$ cat config.mk
export PLATFORM = sky130hd
export DESIGN_NAME = sub_sequencer
export DESIGN_NICKNAME = d
export VERILOG_FILES = /design/src/rtl/sub_sequencer.sv
export SDC_FILE = /design/constraint.sdc
export NUM_CORES = 1
export LEC_CHECK = 0
export CORE_ASPECT_RATIO = 2
export CORE_MARGIN = 10
export CORE_UTILIZATION = 50
export DETAILED_ROUTE_END_ITERATION = 10
export PLACE_DENSITY = 0.88
export SLEW_MARGIN = 0
export SYNTH_ARGS = -nofsm -noshare
export SYNTH_HDL_FRONTEND = slang
export SYNTH_SLANG_ARGS = --single-unit
$ cat constraint.sdc
create_clock -name clk -period 4.2 [get_ports clk]
set_clock_uncertainty 0.1 [all_clocks]
set_input_delay 0.42 -clock clk [delete_from_list [all_inputs] [get_ports clk]]
set_output_delay 0.42 -clock clk [all_outputs]
set_load 0.03 [all_outputs]
$ cat src/rtl/sub_sequencer.sv
// Chunked two's-complement subtractor: diff = a - b, one BITS-wide slice per cycle,
// least-significant slice first, with N/V/C/Z flags latched on completion.
module sub_sequencer #(
  parameter int BITS  = 4,
  parameter int WORDS = 4
) (
  input  logic                  clk,
  input  logic                  rst,
  input  logic                  start,
  input  logic [BITS*WORDS-1:0] a,
  input  logic [BITS*WORDS-1:0] b,
  output logic                  busy,
  output logic                  done,
  output logic [BITS*WORDS-1:0] diff,
  output logic                  n,
  output logic                  v,
  output logic                  co,
  output logic                  z
);

  localparam int W  = BITS * WORDS;
  localparam int IW = (WORDS > 1) ? $clog2(WORDS) : 1;
  localparam logic [IW-1:0] LAST = IW'(WORDS - 1);

  typedef enum logic [1:0] {IDLE, RUN, DONE} state_t;

  state_t          state, state_nxt;
  logic [W-1:0]    a_q, b_q, diff_nxt;
  logic [IW-1:0]   idx;
  logic            carry;
  logic [BITS:0]   sum;
  logic            accept, last;

  always_ff @(posedge clk or posedge rst) begin
    if (rst) state <= IDLE;
    else     state <= state_nxt;
  end

  always_comb begin
    state_nxt = state;
    accept    = 1'b0;
    last      = 1'b0;
    busy      = 1'b0;
    done      = 1'b0;
    case (state)
      IDLE: begin
        accept = start;
        if (start) state_nxt = RUN;
      end
      RUN: begin
        busy = 1'b1;
        last = (idx == LAST);
        if (idx == LAST) state_nxt = DONE;
      end
      DONE: begin
        done      = 1'b1;
        accept    = start;
        state_nxt = start ? RUN : IDLE;
      end
      default: state_nxt = IDLE;
    endcase
  end

  // a + ~b + carry on the current slice; carry-in of slice 0 is 1
  always_comb begin
    sum = {1'b0, a_q[int'(idx)*BITS +: BITS]}
        + {1'b0, ~b_q[int'(idx)*BITS +: BITS]}
        + (BITS+1)'(carry);
    diff_nxt = diff;
    diff_nxt[int'(idx)*BITS +: BITS] = sum[BITS-1:0];
  end

  always_ff @(posedge clk or posedge rst) begin
    if (rst) begin
      a_q   <= '0;
      b_q   <= '0;
      idx   <= '0;
      carry <= 1'b0;
      diff  <= '0;
      n     <= 1'b0;
      v     <= 1'b0;
      co    <= 1'b0;
      z     <= 1'b0;
    end else if (accept) begin
      a_q   <= a;
      b_q   <= b;
      idx   <= '0;
      carry <= 1'b1;
    end else if (state == RUN) begin
      diff  <= diff_nxt;
      carry <= sum[BITS];
      idx   <= last ? '0 : idx + 1'b1;
      // flags change only on the edge that enters DONE
      if (last) begin
        n  <= diff_nxt[W-1];
        z  <= (diff_nxt == '0);
        co <= sum[BITS];
        v  <= (a_q[W-1] != b_q[W-1]) && (diff_nxt[W-1] != a_q[W-1]);
      end
    end
  end

endmodule
==> summary.md <==
| Metric | Value |
|---|---|
| Slew margin rel. | `0.506` |
| Clock power share | `0.139` |
| Post-CTS Setup Inserts | `0` |
| Crit-path slowest cell | `dfrtp_1` |
| R2R setup slack | `0.93 ns` |
| Synth Register Bits | `between 50 and 60` |
| Worst R2R Start | `idx[0]` |
| Vias in the first global route | `around 2.2k` |
| R2R cell count | `8` |
| Final Hold Vio Count | `0` |
| PortBufs | `56` |
| Gpl congestion | `0.851` |
| CP cell instances | `mux4_1, inv_1, ha_1, and3b_1, or3_1, a31oi_1, o41ai_2, a41o_1` |
| Initial Util | `0.521` |
| Final Cycle Share | `0.778` |
| Critical Path End Type | `flip-flop` |
| Nets@finish | `around 310` |
| Post-DRT Antenna Nets | `0` |
| Diodes inserted | `0` |
| Worst Path Required | `4.33 ns` |
| Setup crit start | `idx[0]` |
| Critical path arrival | `roughly 3.4 ns` |
| Power per cell area | `slightly above 900 nW/um2` |
| Largest net degree at the start of global routing | `35` |
| Row Count | `37` |
| Design area | `3490 um2` |
| Sequential share of the synthesized area | `0.528` |
| Slowest cell delay on critical path | `roughly 0.82 ns` |
| Crit path time final | `3.27 ns` |
| Setup crit end | `v` |
| Static Leak | `~1.5 nW` |
| Placed cell area | `approximately 3300 um2` |
| GR Util All Layers | `0.149` |
| Syn Nets | `about 250` |
| Core area | `between 5000 and 6000 um2` |
| Routed wire per std cell | `19.1 um` |
| Final setup violation count | `0` |
| Crit-path max FO | `17` |
| Seq. cell area | `1430 um2` |
| Multi-input logic area | `~1200 um2` |
| Status | `complete, no violations` |
| I/O Pins | `57` |
| DRT iter0 DRCs | `41` |
| First-pass GRT wire length | `10300 um` |
| First-pass DRT Iterations | `4` |
| Via count | `1910` |
| Clock sinks | `57` |
| Post-synth EDFFs | `0` |
| Fill count | `~380` |
| DRC viols | `0` |
| Utilization after layout | `0.673` |
| Worst vdd ir | `around 540 uV` |
| Setup repair after global routing missed its margin | `no` |
| Initial antenna violation count | `0` |
| Post-DP HPWL | `between 4000 and 5000 um` |
| Distinct cells, synth | `40` |
| CTS Buf Count | `9` |
| Maximum clock frequency | `0.306 GHz` |
| Post-synth ARST share | `1.00` |
| R2R Path End | `v` |
| Mapped Cells | `200` |
| Hold Crit Class | `in2async` |
| Worst-Skew Late Latency | `~0.35 ns` |
| Routed WL | `6170 um` |
| Clk buf depth | `2` |
| CTS tree | `done` |
| Primary FF master, synth | `dfrtp_1` |
| CP startpoint kind | `flip-flop` |
| Post-CTS resize count | `0` |
| Setup tns final | `0 ns` |
| Yosys warning count | `0` |
| Int Pwr | `1.87 mW` |
| GRT Residual Overflow | `0` |
| Logic gate share of total power | `0.543` |
| Die Area | `~8900 um2` |
| Die Y | `about 120 um` |
| Switching share of power | `0.414` |
| Worst-Margin Slew | `about 0.74 ns` |
| Sequential share of power | `0.318` |
| Worst-path clk slew | `~0.060 ns` |
| Htree depth | `3` |
| Routed vias/inst | `5.91` |
| Total power | `3.19 mW` |
| Mapped cell area | `2700 um2` |
| Clock root cell | `clkbuf_8` |
| Chip width | `around 72 um` |
| CTS Hold Bufs | `0` |
| Share of layout cells above drive strength 1 | `0.211` |
| Final-report max-slew violation count | `0` |
| NetSw | `roughly 1.3 mW` |
| Average size of a mapped cell | `13.5 um2` |
| Max-Cap Viols | `0` |
| Area Growth Syn to Fin | `29.1%` |
| Setup CP Type | `reg2reg` |
==> final cells by class <==
type	instances	share of cell area
multi-input combinational	122	0.344
inverter	14	0.0151
sequential	57	0.409
tap	58	0.0208
timing repair buffer	58	0.165
clock buffer	14	0.0466
==> sequential cells by signal (all words and copies together), names as in the netlist <==
register  flops
z             1
idx           2
co            1
carry         1
state         2
diff         16
v             1
b_q          16
n             1
a_q          16
==> power by group through the flow <==
stage / Sequential [mW] / Clock [mW] / Combinational, mW
global placement: 1.01 / 0 / 1.67
global route: 1.05 / 0.475 / 1.87
finish: 1.02 / 0.443 / 1.73
detailed placement: 1.02 / 0 / 1.73
CTS: 1.02 / 0.449 / 1.73
floorplan: 1.07 / 0 / 1.13
==> cell usage after synthesis, types with 3 or more instances <==
library cell / count / area, um2
a21o_1: 3 / 22.5
nand2_1: 11 / 41.3
mux2_2: 32 / 360
a22o_1: 12 / 105
buf_1: 4 / 15.0
mux4_2: 6 / 135
nor3_1: 4 / 20.0
inv_1: 13 / 48.8
ha_1: 9 / 113
a32o_1: 6 / 60.1
nor2b_1: 3 / 18.8
nor2_1: 7 / 26.3
dfrtp_1: 57 / 1430
==> layer usage <==
layer	GRT usage	wire, um	up-vias
met3	0.0502	335	26
met5	0	0	-
met4	0.0961	241	0
met2	0.265	3450	69
li1	-	-	863
met1	0.141	2140	952
==> worst min path at each step <==
stage | cells past startpoint | from | endpoint
floorplan | 1 | b_q[5] | b_q[5]
global placement | 2 | co | co
detailed placement | 2 | co | co
CTS | 2 | rst | diff[9]
global route | 2 | rst | a_q[10]
finish | 2 | rst | diff[10]
==> worst max-delay path, delay by kind of cell (launching register included) <==
family                   cells  cell delay [ns]
flip-flops                   1             0.82
AO/OA/AOI/OAI                3             0.71
multiplexers                 1             0.64
AND/OR/NAND/NOR              2             0.54
adder cells (fa/ha/maj)      1             0.23
buffers and inverters        1             0.11
==> through the flow <==
step	worst slack [ns]	hold slack, ns	std cells
after floorplan	1.23	0.372	200
after detailed placement	0.973	0.388	309
after global placement	1.11	0.378	309
final	0.934	0.333	323
after global routing	0.753	0.398	323
after CTS	0.925	0.342	323
==> placed cells by master (no fill, tap or decap), drive strengths merged, types with 4 or more instances in the layout <==
master          n
inv            14
a32o            6
clkbuf         14
a22o           12
nand2          11
mux4            8
clkdlybuf4s50  56
ha              9
nor2            7
dfrtp          57
nor3            4
mux2           32
==> cell families after synthesis <==
| logic type | synth area share |
|---|---|
| xor gates and xnor gates | 0.00324 |
| adders and majority gates | 0.0565 |
| buffers and inverters | 0.0296 |
| DFF | 0.528 |
| AOI/OAI and AO/OA | 0.106 |
| and+or+nand+nor | 0.0745 |
| muxes | 0.203 |
Power figures use the tool's default switching activity.
